==> src/rtl/gravity_rategen.sv <==
// gravity_rategen: level-tracking fall/tempo tick generator with soft drop, pause, restart and line-driven level progression.
module gravity_rategen #(
  parameter int CNT_W           = 26,
  parameter int BASE_DIV        = 50000000,
  parameter int STEP_DIV        = 5000000,
  parameter int MIN_DIV         = 5000000,
  parameter int DROP_DIV        = 5000000,
  parameter int MAX_LEVEL       = 9,
  parameter int LINES_PER_LEVEL = 10
) (
  input  logic        clk,
  input  logic        rst,
  input  logic        new_game,
  input  logic [3:0]  start_level,
  input  logic        restart,
  input  logic        pause,
  input  logic        drop,
  input  logic        line_clr,
  input  logic [2:0]  lines,
  output logic        en,
  output logic [3:0]  level,
  output logic        level_up,
  output logic [15:0] lines_total
);
  localparam int W  = CNT_W + 4;
  localparam int AW = $clog2(LINES_PER_LEVEL + 5);
  logic [CNT_W-1:0] cntr_q, cntr_d, limit;
  logic [3:0] level_q, level_d;
  logic [AW-1:0] acc_q, acc_d, sum;
  logic [15:0] tot_q, tot_d;
  logic [16:0] tot_sum;
  logic up_q, up_d, drop_q, valid, wrap;
  logic signed [W-1:0] grav;
  logic [W-1:0] per;
  // Wide signed arithmetic so a deep level can go negative and still clamp to the floor.
  always_comb begin
    grav = $signed(W'(BASE_DIV)) - $signed(W'(STEP_DIV)) * $signed(W'(level_q - 4'd1));
    per = drop_q ? W'(DROP_DIV) : (grav < $signed(W'(MIN_DIV))) ? W'(MIN_DIV) : W'(grav);
    limit = CNT_W'(per - W'(1));
  end
  assign en = (cntr_q >= limit) && !pause && !rst;
  assign valid = line_clr && lines != 3'd0 && lines <= 3'd4;
  assign sum = acc_q + AW'(lines);
  assign wrap = sum >= AW'(LINES_PER_LEVEL);
  assign tot_sum = {1'b0, tot_q} + 17'(lines);
  always_comb begin
    cntr_d = (new_game || restart) ? '0 : pause ? cntr_q : (cntr_q >= limit) ? '0 : cntr_q + CNT_W'(1);
    level_d = level_q;
    acc_d = acc_q;
    tot_d = tot_q;
    up_d = 1'b0;
    if (new_game) begin
      level_d = (start_level == 4'd0) ? 4'd1 : (start_level > 4'(MAX_LEVEL)) ? 4'(MAX_LEVEL) : start_level;
      acc_d = '0;
      tot_d = '0;
    end else if (valid) begin
      tot_d = tot_sum[16] ? 16'hffff : tot_sum[15:0];
      acc_d = wrap ? sum - AW'(LINES_PER_LEVEL) : sum;
      up_d = wrap && level_q < 4'(MAX_LEVEL);
      level_d = up_d ? level_q + 4'd1 : level_q;
    end
  end
  always_ff @(posedge clk or posedge rst) begin
    if (rst) begin
      cntr_q <= '0;
      level_q <= 4'd1;
      acc_q <= '0;
      tot_q <= '0;
      up_q <= 1'b0;
      drop_q <= 1'b0;
    end else begin
      cntr_q <= cntr_d;
      level_q <= level_d;
      acc_q <= acc_d;
      tot_q <= tot_d;
      up_q <= up_d;
      drop_q <= drop;
    end
  end
  assign level = level_q;
  assign level_up = up_q;
  assign lines_total = tot_q;
endmodule

==> config.mk <==
export PLATFORM = sky130hd
export DESIGN_NAME = gravity_rategen
export DESIGN_NICKNAME = d
export VERILOG_FILES = /design/src/rtl/gravity_rategen.sv
export SDC_FILE = /design/constraint.sdc
export NUM_CORES = 1
export LEC_CHECK = 0
export ABC_AREA = 1
export CAP_MARGIN = 15
export CORE_MARGIN = 5
export CORE_UTILIZATION = 50
export CTS_CLUSTER_DIAMETER = 40
export DETAILED_ROUTE_END_ITERATION = 7
export PLACE_DENSITY = 0.69
export SYNTH_ARGS = -nofsm -noshare
export SYNTH_HDL_FRONTEND = slang
export SYNTH_SLANG_ARGS = --single-unit
==> constraint.sdc <==
create_clock -name clk -period 11.6 [get_ports clk]
set_input_delay 2.32 -clock clk [delete_from_list [all_inputs] [get_ports clk]]
set_output_delay 2.32 -clock clk [all_outputs]
set_load 0.01 [all_outputs]
# Yosys cells after proc, flatten, opt, wreduce, memory -nomap -nowiden

Index checks and enable logic that the tools add are counted.
W data, S select, Z words.

$add $sub $neg: 8
$mul: 1
Order comparisons: 6
Equality and inequality tests: 1
Muxes and demuxes: 18
Reductions and logical operators: 13

Operators by type and width:

| kind                     | count |
|---|---|
| $mux W26                 | 5 |
| $mux W16                 | 3 |
| $mux W4                  | 8 |
| $lt A30 B24 Y1 const B   | 1 |
| $sub A27 B29 Y30 const A | 1 |
| $add A26 B1 Y26 const B  | 1 |
| $ge A26 B26 Y1           | 1 |
| $sub A26 B1 Y26 const B  | 1 |
| $mul A18 B5 Y23 const A  | 1 |
| $add A16 B3 Y17          | 1 |
| $logic_and A1 B1 Y1      | 5 |
| $sub A4 B1 Y5 const B    | 1 |
| $add A4 B1 Y4 const B    | 1 |
| $add A4 B3 Y4            | 1 |
| $ge A4 B4 Y1 const B     | 1 |
| $gt A4 B4 Y1 const B     | 1 |
| $logic_not A4 Y1         | 1 |
| $lt A4 B4 Y1 const B     | 1 |
| $reduce_bool A2 Y1       | 2 |
| $sub A4 B4 Y4 const B    | 1 |
| $le A3 B3 Y1 const B     | 1 |
| $reduce_bool A3 Y1       | 1 |
| $logic_not A1 Y1         | 2 |
| $mux W1                  | 2 |
| 3 further kinds          | 3 |

Flip-flop bits (word level): 52
Input port bits: 14
Output and inout bits: 22
Word-level logic and storage cells: 53

# Logic depth before layout (Yosys ltp)

Gate-level depths: netlist of the first run.

Depth after elaboration: 11
Gate-level depth with buffers: 56
Mapped depth without buffers: 55

# Worst setup path after synthesis of the first run

OpenSTA, ideal clock, no wires.

Path kind: register to output
Start point: reg level_q[0] (netlist: level[0])
End point: out en
Data arrival time: 6.889 ns
Data required time: 9.280 ns
Path slack: 2.391 ns
Stages on the path, launching flop included: 49
Buffers on the path: 0
Path through: dfstp_2 inv_1 nand3_1 xor2_1 inv_1 fa_1 inv_1 ha_1 fa_1 inv_1 fa_1 inv_2 nand2_1 nand2_1 nand3_1 nand2_2 clkinv_1 nor2_2 (+13 left out) inv_1 nor2_1 inv_1 nor2_2 nand3_1 nor2_2 nand3_1 nand2_1 nand2_1 ha_1 nand2_1 inv_1 nand3_1 nor3_1 a221oi_1 nand2_1 nand3_1 inv_1

Word-level cells in the longest chain between the ends: 10

RTL lines:

| element                            | line | source |
|---|---|---|
| from (decl)                        | 28   | `logic [3:0] level_q, level_d;` |
| from (signal assigned)             | 73   | `level_q <= level_d;` |
| $sub A4 B1 Y5 *                    | 37   | `grav = $signed(W'(BASE_DIV)) - $signed(W'(STEP_DIV)) * $signed(W'(level_q - 4'd1));` |
| $mul A18 B5 Y23 *                  | 37   |  |
| $sub A27 B29 Y30 *                 | 37   |  |
| $lt A30 B24 Y1                     | 38   | `per = drop_q ? W'(DROP_DIV) : (grav < $signed(W'(MIN_DIV))) ? W'(MIN_DIV) : W'(grav);` |
| $mux W26 * (2 in a row)            | 38   |  |
| $sub A26 B1 Y26 *                  | 39   | `limit = CNT_W'(per - W'(1));` |
| $ge A26 B26 Y1 *                   | 41   | `assign en = (cntr_q >= limit) && !pause && !rst;` |
| $logic_and A1 B1 Y1 * (2 in a row) | 41   |  |
| to (decl)                          | 20   | `output logic en,` |

Mark *: on every way between the ends. The rest lies on a longest branch, timed or not.

# Worst setup path after layout of the first run

Ends and elaborated chain as after synthesis.

==> run summary, run 1 <==
Status = completed
CTS max path bufs = 2
Buffers on Ports = 35
DIE WIDTH = 124.0 um
CTS tree = done
CP max FO = 10
Max Transition Viols Final = 0
Final Core Density = 56.99%
Diode count = 0
Critical Path Source = level[0]$_DFFE_PP1P_
Slew headroom = 36.70%
DRT Pass-1 Iters = 5
Slew @ Worst Pin = 0.9469 ns
Routed wire length = 15510 um
Endpoint, Worst Hold = acc_q[2]$_DFFE_PP0P_
Synthesized area = 0.006497 mm^2
FF-to-FF End = cntr_q[18]$_DFFE_PP0P_
Reg-to-reg startpoint = level[0]$_DFFE_PP1P_
Placed insts = 1181
Vias in the first global route = 5689
Most frequent cells in the layout = nand2_1, inv_1, nor2_1
Post-synth ARST share = 100.0%
R2r worst-path depth = 53
R2R Setup Slk = 2.82 ns
Total power = 1.582 mW
Avg Cell Area, Syn = 6.630 um^2
GRT overflow = 0
Post-synth EDFFs = 0
#FFs+latches synth = 52
Final setup fails = 0
Setup TNS = 0 ns
Leak = 3.582 nW
Final worst setup slack = 0.9573 ns
Worst path slowest cell = dfstp_2
RSZ-0062 raised after global routing = false
Post-DP HPWL = 12520 um
Final instance area = 0.007221 mm^2
Core Area = 0.01267 mm^2
Worst setup EP type = output pin
Crit path arrival time = 8.32 ns
CTS root buffer = clkbuf_16
Num CTS Buffers = 5
Power density over the cells = 219.1 mW/mm^2
Post-route DRC = 0
Max frequency = 0.09396 GHz
Post_cts resized = 0
Hold path start = acc_q[2]$_DFFE_PP0P_
Area grow syn2layout = 11.13%
Num rows = 41
VDD IR max = 0.0001664 V
Die area = 0.01537 mm^2
Final hold vios = 0
Synth unique cells = 49
Violation count after the first detailed-route iteration = 331
Max Cap Viol = 0
Pin count of the biggest net entering global routing = 54
Clock-pin slew on the worst setup and hold paths = 0.07 ns
WP data required = 9.28 ns
Final Critical Period = 10.64 ns
Clk_lat worst skew = 0.30 ns
Synth Instances = 980
DR vias/cell = 5.183
Die H = 124.0 um
Routability cong. = 0.9635
CTS HTree Levels = 2
Critical path's most frequent cell = nand2_1
Post CTS Setup Buffer Count = 0
Via count = 6163
HP Class = reg -> reg
Post-synthesis sequential area ratio = 20.05%
Initial antenna violation count = 0
WS Path Type = reg -> out
Hold_buf cts = 0
Clock skew = 0.008924 ns
Commonest non-fill, non-tap cell in the layout = nand2_1
Final ANT Viol Nets = 0
Fin crit share = 91.75%
Setup WS pre-CTS = 1.123 ns
Post-placement cell area = 0.007041 mm^2
GRT Util Overall = 21.28%
Initial Util = 51.28%
Layout cells sized above 1 = 7.965%
Hold Path Depth = 1
Hold slack = 0.5061 ns
Slowest Stage Delay on Critical Path = 0.62 ns
CTS Sinks = 52
YS warnings = 0
Most used DFF post-synth = dfrtp_1
Crit path launch type = flop
Syn_nets = 1074
Final nets = 1110
Top Ports = 36
Wire per inst = 13.05 um
Cell Count, Final, Fillers Out = 1189
First-pass GRT wire length = 26770 um
-- Yosys cell counts (4+ instances only) --
cell / instances / area share [%]
o22ai_1: 24 / 2.3
xor2_1: 34 / 4.6
nand2_1: 227 / 13
or2_2: 5 / 0.48
o21ai_1: 5 / 0.39
nand3_1: 75 / 5.8
clkbuf_1: 7 / 0.40
dfrtp_1: 51 / 20
inv_1: 168 / 9.7
o21ai_0: 36 / 2.8
a21oi_1: 37 / 2.9
nor3_1: 19 / 1.5
fa_1: 10 / 3.1
ha_1: 70 / 13
nor2_1: 88 / 5.1
nand2_4: 6 / 1.0
inv_2: 7 / 0.40
nand2_2: 20 / 1.9
nand4_1: 22 / 2.1
nor2_4: 5 / 0.87
xnor2_1: 6 / 0.81
nor2_2: 14 / 1.3
nand3_2: 4 / 0.62
-- worst max path at each step --
stage	endpoint	slack, ns	cells past startpoint
after floorplan	en	2.39	48
after global placement	en	1.25	50
after detailed placement	en	1.12	50
after CTS	en	0.80	50
after global routing	en	0.03	53
final	en	0.96	53
-- metal layers --
layer | wire [um] | share of wire [%] | up-vias | global-route usage, %
met5 | 0 | 0 | - | 0
met4 | 67 | 0.43 | 0 | 1.985
met3 | 533 | 3.4 | 6 | 3.315
met2 | 6992 | 45 | 87 | 34.54
met1 | 7918 | 51 | 2821 | 31.07
li1 | - | - | 3249 | -
-- cells by family (layout without fill, tap and decap cells) --
logic type | count (synthesis) | in the layout | share of synthesized area [%]
simple gates | 500 | 500 | 35.95
buf+inv | 184 | 221 | 10.75
compound gates | 121 | 121 | 10.65
fa+ha+maj | 80 | 80 | 16.56
flops | 52 | 52 | 20.05
xor+xnor | 42 | 42 | 5.893
mux | 1 | 1 | 0.1541
-- flip-flops by register name, indices dropped and copies added, names as in the netlist --
| register | cells |
|---|---|
| acc_q | 4 |
| cntr_q | 26 |
| drop_q | 1 |
| level | 4 |
| level_up | 1 |
| lines_total | 16 |
-- worst max-delay path: cells and delay by family (launching register included) --
family / cells / cell delay (ns)
simple gates: 34 / 3.30
fa+ha+maj: 7 / 2.53
buf+inv: 12 / 1.55
flops: 1 / 0.62
-- where the power goes --
part / switching (mW) / leakage, nW / internal (mW)
Clock: 0.0717 / 0.0871 / 0.108
Combinational: 0.815 / 2.78 / 0.395
Sequential: 0.00572 / 0.711 / 0.186
-- area by class of cell --
cell class / count / area [um^2]
well taps: 172 / 215.2
flip-flops and latches: 52 / 1303
multi-input cells: 744 / 4499
fillers: 1235 / 5450
clock buffers: 6 / 138.9
repair buffers: 37 / 365.4
clock inverters: 2 / 38.79
inverters: 176 / 660.6
Note: power is estimated with default switching activity, not from simulation.
==> inputs of run 2 (changes only) <==
clock period = 10.6 ns   (was 11.6 ns; I/O delays follow)
==> run 2 against run 1 <==
Routed wire length is 0.18% higher. Worst hold slack worse by 0.0016 ns. First-iteration DRC count is 22% lower. Count of clock-buffer cells in the layout is 1 lower. Largest cell class unchanged. Clock skew is 0.0019 ns higher. Utilization is 0.94 points higher. Highest routed layer unchanged.
==> run summary, run 2 (same netlist as run 1, synthesis figures left out) <==
HP Class = reg -> reg
Max frequency = 0.1024 GHz
Leak = 3.630 nW (+1.4%)
CTS tree = done
GRT overflow = 0 (unchanged)
CTS HTree Levels = 2 (unchanged)
Final ANT Viol Nets = 0 (unchanged)
Violation count after the first detailed-route iteration = 259 (-22%)
Setup TNS = 0 ns (unchanged)
GRT Util Overall = 20.85% (-0.43 points)
Pin count of the biggest net entering global routing = 54 (unchanged)
Slew headroom = 35.13% (-1.6 points)
Die H = 124.0 um (unchanged)
Clock skew = 0.01084 ns (+0.001915 ns)
Diode count = 0 (unchanged)
Final hold vios = 0 (unchanged)
First-pass GRT wire length = 26450 um (-1.2%)
Fin crit share = 92.17%
VDD IR max = 0.0001988 V (+20%)
Final nets = 1121 (+0.99%)
Final Critical Period = 9.770 ns
Power density over the cells = 236.4 mW/mm^2 (+7.9%)
Hold_buf cts = 0 (unchanged)
Max Cap Viol = 0 (unchanged)
CTS root buffer = clkbuf_16
Status = completed
Final setup fails = 0 (unchanged)
Num CTS Buffers = 5 (unchanged)
Layout cells sized above 1 = 10.31% (+2.3 points)
Switching share of total power = 57.46% (+1.0 points)
Placed insts = 1182 (+0.085%)
Via count = 6233 (+1.1%)
Slew @ Worst Pin = 0.9704 ns (+0.02351 ns)
Combinational cell fraction of total power = 78.2% (+1.7 points)
Num rows = 41 (unchanged)
Wire per inst = 12.95 um (-0.74%)
RSZ-0062 raised after global routing = false
DR vias/cell = 5.194 (+0.21%)
Worst path slowest cell = dfstp_2
Post-route DRC = 0 (unchanged)
Routed wire length = 15540 um (+0.18%)
Part of the power in registers = 12.1% (about the same)
Initial Util = 51.28% (unchanged)
CP max FO = 7 (-3)
CTS max path bufs = 2 (unchanged)
Pint = 0.7381 mW (+7.1%)
Initial antenna violation count = 0 (unchanged)
Buffers on Ports = 35 (unchanged)
Post-DP HPWL = 12420 um (-0.85%)
Cell Count, Final, Fillers Out = 1200 (+0.93%)
P_sw = 0.9969 mW (+12%)
Clk_lat worst skew = 0.30 ns (about the same)
WP data required = 8.48 ns (-0.80 ns)
Top Ports = 36 (unchanged)
Largest Register = cntr_q
Routability cong. = 0.9200 (-4.5%)
Crit path launch type = flop
Largest register FFs = 26 (unchanged)
Most frequent cells in the layout = nand2_1, inv_1, nor2_1
WS Path Type = reg -> out
Slowest Stage Delay on Critical Path = 0.58 ns (-0.04 ns)
DRT Pass-1 Iters = 5 (unchanged)
CTS Sinks = 52 (unchanged)
Worst setup EP type = output pin
Crit path arrival time = 7.65 ns (-0.67 ns)
Clk network pwr share = 9.7% (-1.7 points)
Clock-pin slew on the worst setup and hold paths = 0.07 ns (about the same)
Vias in the first global route = 5774 (+1.5%)
Core Area = 0.01267 mm^2 (unchanged)
Max Transition Viols Final = 0 (unchanged)
DIE WIDTH = 124.0 um (unchanged)
Area grow syn2layout = 12.96%
Die area = 0.01537 mm^2 (unchanged)
Commonest non-fill, non-tap cell in the layout = nand2_1
==> run 2: cell count changes in the layout (fill, tap and decap cells not counted), sizes merged <==
cell	previous run	this run
buf	2	13
clkinvlp	0	2
clkbuf	6	5
bufinv	1	0
clkdlybuf4s50	35	34
dlymetal6s2s	0	1
==> run 2: repair_timing <==
item / CTS / global route
setup buffers: 0 / 10
gates resized for setup: 0 / 19
setup endpoints to repair: 0 / 1
==> run 2: path summary, 6_finish.rpt <==
check	startpoint	to	slack [ns]	cells past startpoint
max in group asynchronous	rst	drop_q$_DFF_PP0_	7.83	3
worst max register to register	level[0]$_DFFE_PP1P_	cntr_q[18]$_DFFE_PP0P_	2.13	50
worst min-delay path	acc_q[3]$_DFFE_PP0P_	acc_q[3]$_DFFE_PP0P_	0.50	2
worst max-delay path	level[0]$_DFFE_PP1P_	en	0.83	50
min in group asynchronous	rst	lines_total[12]$_DFFE_PP0P_	2.33	3
worst min register to register	acc_q[3]$_DFFE_PP0P_	acc_q[3]$_DFFE_PP0P_	0.50	2
==> run 2: worst max-delay path, delay by kind of cell (launching register included) <==
family	cells	cell delay (ns)
AOI/OAI and AO/OA	1	0.26
xor gates and xnor gates	2	0.37
and+or+nand+nor	26	2.45
DFF	1	0.58
buffers and inverters	15	1.38
adders and majority gates	6	2.33
==> run 2: per-layer routing <==
layer  routed length, um  part of all wire, %  GRT usage (%)
met1                7908                   51          30.37
met5                   0                    0              0
met4                 268                  1.7          4.586
met2                6871                   44          33.12
met3                 492                  3.2          2.589
==> run 2: power by group through the flow <==
stage | logic [mW] | registers (mW) | clock network [mW]
after floorplan | 1.05 | 0.214 | 0
after global placement | 1.30 | 0.214 | 0
after detailed placement | 1.31 | 0.214 | 0
after CTS | 1.32 | 0.210 | 0.175
after global routing | 1.54 | 0.211 | 0.182
final | 1.36 | 0.210 | 0.169
==> run 2: cell type report <==
cell class / instances / area (um^2)
repair buffers: 48 / 450.4
multi-input cells: 744 / 4554
inverters: 176 / 664.4
well taps: 172 / 215.2
clock inverters: 3 / 27.53
flip-flops and latches: 52 / 1303
fillers: 1224 / 5331
clock buffers: 5 / 125.1
==> run 2: per-stage QoR <==
stage                     hold slack (ns)  setup WS [ns]  instance area [um^2]  util (%)  total power [mW]
final                              0.5045         0.8301                  7340     57.92             1.735
after global routing               0.5312         0.2390                  7340     57.92             1.935
after CTS                          0.5048        0.07074                  7201     56.83             1.701
after detailed placement           0.4861         0.3874                  7048     55.62             1.524
after global placement             0.4739         0.6086                  7048     55.62             1.517
after floorplan                    0.4530          1.591                  6497         -             1.268
==> inputs of run 3 (changes only) <==
ABC_AREA = default   (was 1)
TNS_END_PERCENT = 20   (was default)
==> run 3 against run 2 <==
Global-route usage decreased by 0.53 points. Sequential power hardly changed. Sequential cell count unchanged. Routed wire length shrank 4.9%. Register-to-register slack got worse by 0.84 ns. Combinational power rose by 7%. Total power is 7.3% higher. Final cell count fell by 21%. Non-clock buffer count increased by 47. Synthesized area down 8.9%. Die area decreased by 8.2%.
==> run summary, run 3 <==
Via count = 5655 (-9.3%)
Pin count of the biggest net entering global routing = 44 (-19%)
Die H = 118.8 um (-4.2%)
Max frequency = 0.09655 GHz (-5.7%)
Vias in the first global route = 5388 (-6.7%)
Clock-pin slew on the worst setup and hold paths = 0.07 ns (about the same)
Synthesized area = 0.005918 mm^2 (-8.9%)
CTS max path bufs = 2 (unchanged)
Part of the power in registers = 11.1% (-1.0 points)
Fill count = 982 (-20%)
GRT Util Overall = 20.32% (-0.53 points)
First-pass GRT wire length = 24770 um (-6.3%)
Initial antenna violation count = 0 (unchanged)
Post-route DRC = 0 (unchanged)
Num CTS Buffers = 5 (unchanged)
Count leader, synth = nand2_1
Diode count = 0 (unchanged)
Final Critical Period = 10.36 ns (+0.5875 ns)
HP Class = reg -> reg
Leak = 3.263 nW (-10%)
Fin crit share = 97.71% (+5.5 points)
DR vias/cell = 5.965 (+15%)
RSZ-0062 raised after global routing = true
Routability cong. = 0.9193 (about the same)
Worst setup EP type = output pin
Synth Instances = 727 (-26%)
WS Path Type = reg -> out
Final Core Density = 62.67% (+4.7 points)
Post-synth ARST share = 100.0% (unchanged)
Top-area cell type share of the netlist area = 21.56% (+1.9 points)
CP max FO = 4 (-3)
#FFs+latches synth = 52 (unchanged)
Clk_lat worst skew = 0.29 ns (about the same)
Post-synth EDFFs = 0 (unchanged)
GRT overflow = 0 (unchanged)
Die area = 0.01411 mm^2 (-8.2%)
Final ANT Viol Nets = 0 (unchanged)
Combinational cell fraction of total power = 78.5% (+0.3 points)
Placed insts = 922 (-22%)
Max Cap Viol = 0 (unchanged)
Slew headroom = 27.54% (-7.6 points)
Num rows = 39 (-4.9%)
Avg Cell Area, Syn = 8.141 um^2 (+23%)
Violation count after the first detailed-route iteration = 404 (+56%)
Post-DP HPWL = 11410 um (-8.1%)
Clock skew = 0.009116 ns (-0.001723 ns)
Wire per inst = 15.59 um (+20%)
Area grow syn2layout = 21.95%
Worst Path Buf+Inv = 4 (-11)
Pint = 0.9923 mW (+34%)
VDD IR max = 0.0001658 V (-17%)
Max Transition Viols Final = 0 (unchanged)
Family with the most delay on the worst path = simple AND/OR/NAND/NOR gates
DRT Pass-1 Iters = 5 (unchanged)
Post-synthesis sequential area ratio = 22.01% (+2.0 points)
Core Area = 0.01152 mm^2 (-9.1%)
Final setup fails = 0 (unchanged)
Largest register FFs = 26 (unchanged)
P_sw = 0.8692 mW (-13%)
Slew @ Worst Pin = 1.083 ns (+0.1125 ns)
Synth unique cells = 72 (+47%)
Power density over the cells = 257.9 mW/mm^2 (+9.1%)
Syn_nets = 821 (-24%)
Crit path launch type = flop
CTS root buffer = clkbuf_16
Top Ports = 36 (unchanged)
Buffers on Ports = 35 (unchanged)
Most frequent cells in the layout = nand2_1, ha_1, buf_4
Largest Register = cntr_q
Switching share of total power = 46.69% (-11 points)
Routed wire length = 14780 um (-4.9%)
Layout cells sized above 1 = 17.39% (+7.1 points)
Critical path's most frequent cell = ha_4
CTS HTree Levels = 2 (unchanged)
Hold_buf cts = 0 (unchanged)
Final hold vios = 0 (unchanged)
Clk network pwr share = 10.3% (+0.6 points)
Initial Util = 51.39% (+0.11 points)
Worst path slowest cell = or4_4
Dominant cell type by area after synthesis = dfrtp_1
Commonest non-fill, non-tap cell in the layout = nand2_1
Final nets = 898 (-20%)
CTS Sinks = 52 (unchanged)
Most common library cells after synthesis = nand2_1, ha_1, nor2_1, dfrtp_1, o21ai_0
WP data required = 8.48 ns (about the same)
CTS tree = done
Crit path arrival time = 8.24 ns (+0.59 ns)
Top post-synthesis cells by area = dfrtp_1, ha_1, nand2_1
Slowest Stage Delay on Critical Path = 0.58 ns (about the same)
DIE WIDTH = 118.8 um (-4.2%)
Status = completed
Cell Count, Final, Fillers Out = 948 (-21%)
Most used DFF post-synth = dfrtp_1
YS warnings = 0 (unchanged)
## run 3: cell count changes in the layout (fill, tap and decap cells not counted), sizes merged, moves of 12 or more
cell	before	now
a21o	0	17
and3	1	21
buf	13	61
inv	175	32
nand2	253	84
nand3	79	28
nand3b	2	17
nand4	24	12
nor2	109	56
nor2b	0	14
o22ai	24	4
xnor2	7	32
## run 3: cells by family (layout without fill, tap and decap cells)
family	count (synthesis)	count (layout)	share of synthesized area (%)
flops	52	52	22.01
mux	8	8	1.395
simple gates	301	301	26.62
buf+inv	57	135	4.017
fa+ha+maj	80	80	18.18
compound gates	172	172	19.03
xor+xnor	57	57	8.753
## run 3: path summary, 6_finish.rpt
check                      depth (start not counted)  slack [ns]                    from                endpoint
max                                               36        0.24    level[0]$_DFFE_PP1P_                      en
min                                                1        0.49  cntr_q[25]$_DFFE_PP0P_  cntr_q[25]$_DFFE_PP0P_
max reg2reg                                       40        1.29    level[0]$_DFFE_PP1P_  cntr_q[22]$_DFFE_PP0P_
min reg2reg                                        1        0.49  cntr_q[25]$_DFFE_PP0P_  cntr_q[25]$_DFFE_PP0P_
max in group asynchronous                          3        7.63                     rst    level[0]$_DFFE_PP1P_
min in group asynchronous                          2        2.15                     rst  cntr_q[21]$_DFFE_PP0P_
## run 3: metrics by stage
step	area [um^2]	TNS [ns]	setup WS, ns	hold WS [ns]	power (mW)
finish	7217	0	0.2426	0.4926	1.862
global route	7217	-0.2658	-0.2658	0.5233	2.033
CTS	6933	0	0.02831	0.4981	1.770
detailed placement	6679	-0.3356	-0.3356	0.4822	1.546
global placement	6679	-0.009400	-0.009400	0.4810	1.514
floorplan	5953	0	0.03064	0.4512	1.164
## run 3: final cells by class
type,instances,area [um^2],area share [%]
Sequential cell,52,1303,18.05
Tap cell,143,178.9,2.479
Multi-Input combinational cell,618,4638,64.27
Timing Repair Buffer,95,799.5,11.08
Clock inverter,2,38.79,0.5374
Clock buffer,6,138.9,1.924
Inverter,32,120.1,1.664
## run 3: metal layers
metal | GRT usage [%] | routed length, um
met5 | 0 | 0
met4 | 4.055 | 236
met2 | 35.67 | 7262
met3 | 2.961 | 491
met1 | 26.69 | 6789
## run 3: power groups by stage
stage	logic (mW)	registers [mW]	clock network, mW
2_1_floorplan	0.952	0.212	0
3_3_place_gp	1.30	0.210	0
3_5_place_dp	1.34	0.211	0
4_1_cts	1.37	0.207	0.197
5_1_grt	1.62	0.208	0.205
6_report	1.46	0.208	0.192
## run 3: worst reg2reg max path: cells and delay by family, from the launching register on
kind	cells	cell delay [ns]
AND/OR/NAND/NOR	16	3.85
adder cells (fa/ha/maj)	7	2.19
AO/OA/AOI/OAI	10	1.83
flip-flops	1	0.55
buffers and inverters	5	0.54
XOR/XNOR	2	0.28
## run 3: repair_timing
action                                  CTS  global route
setup buffers                             5            13
resized for setup                        11            45
endpoints found under the setup margin    1             1
pin swaps                                 6            30
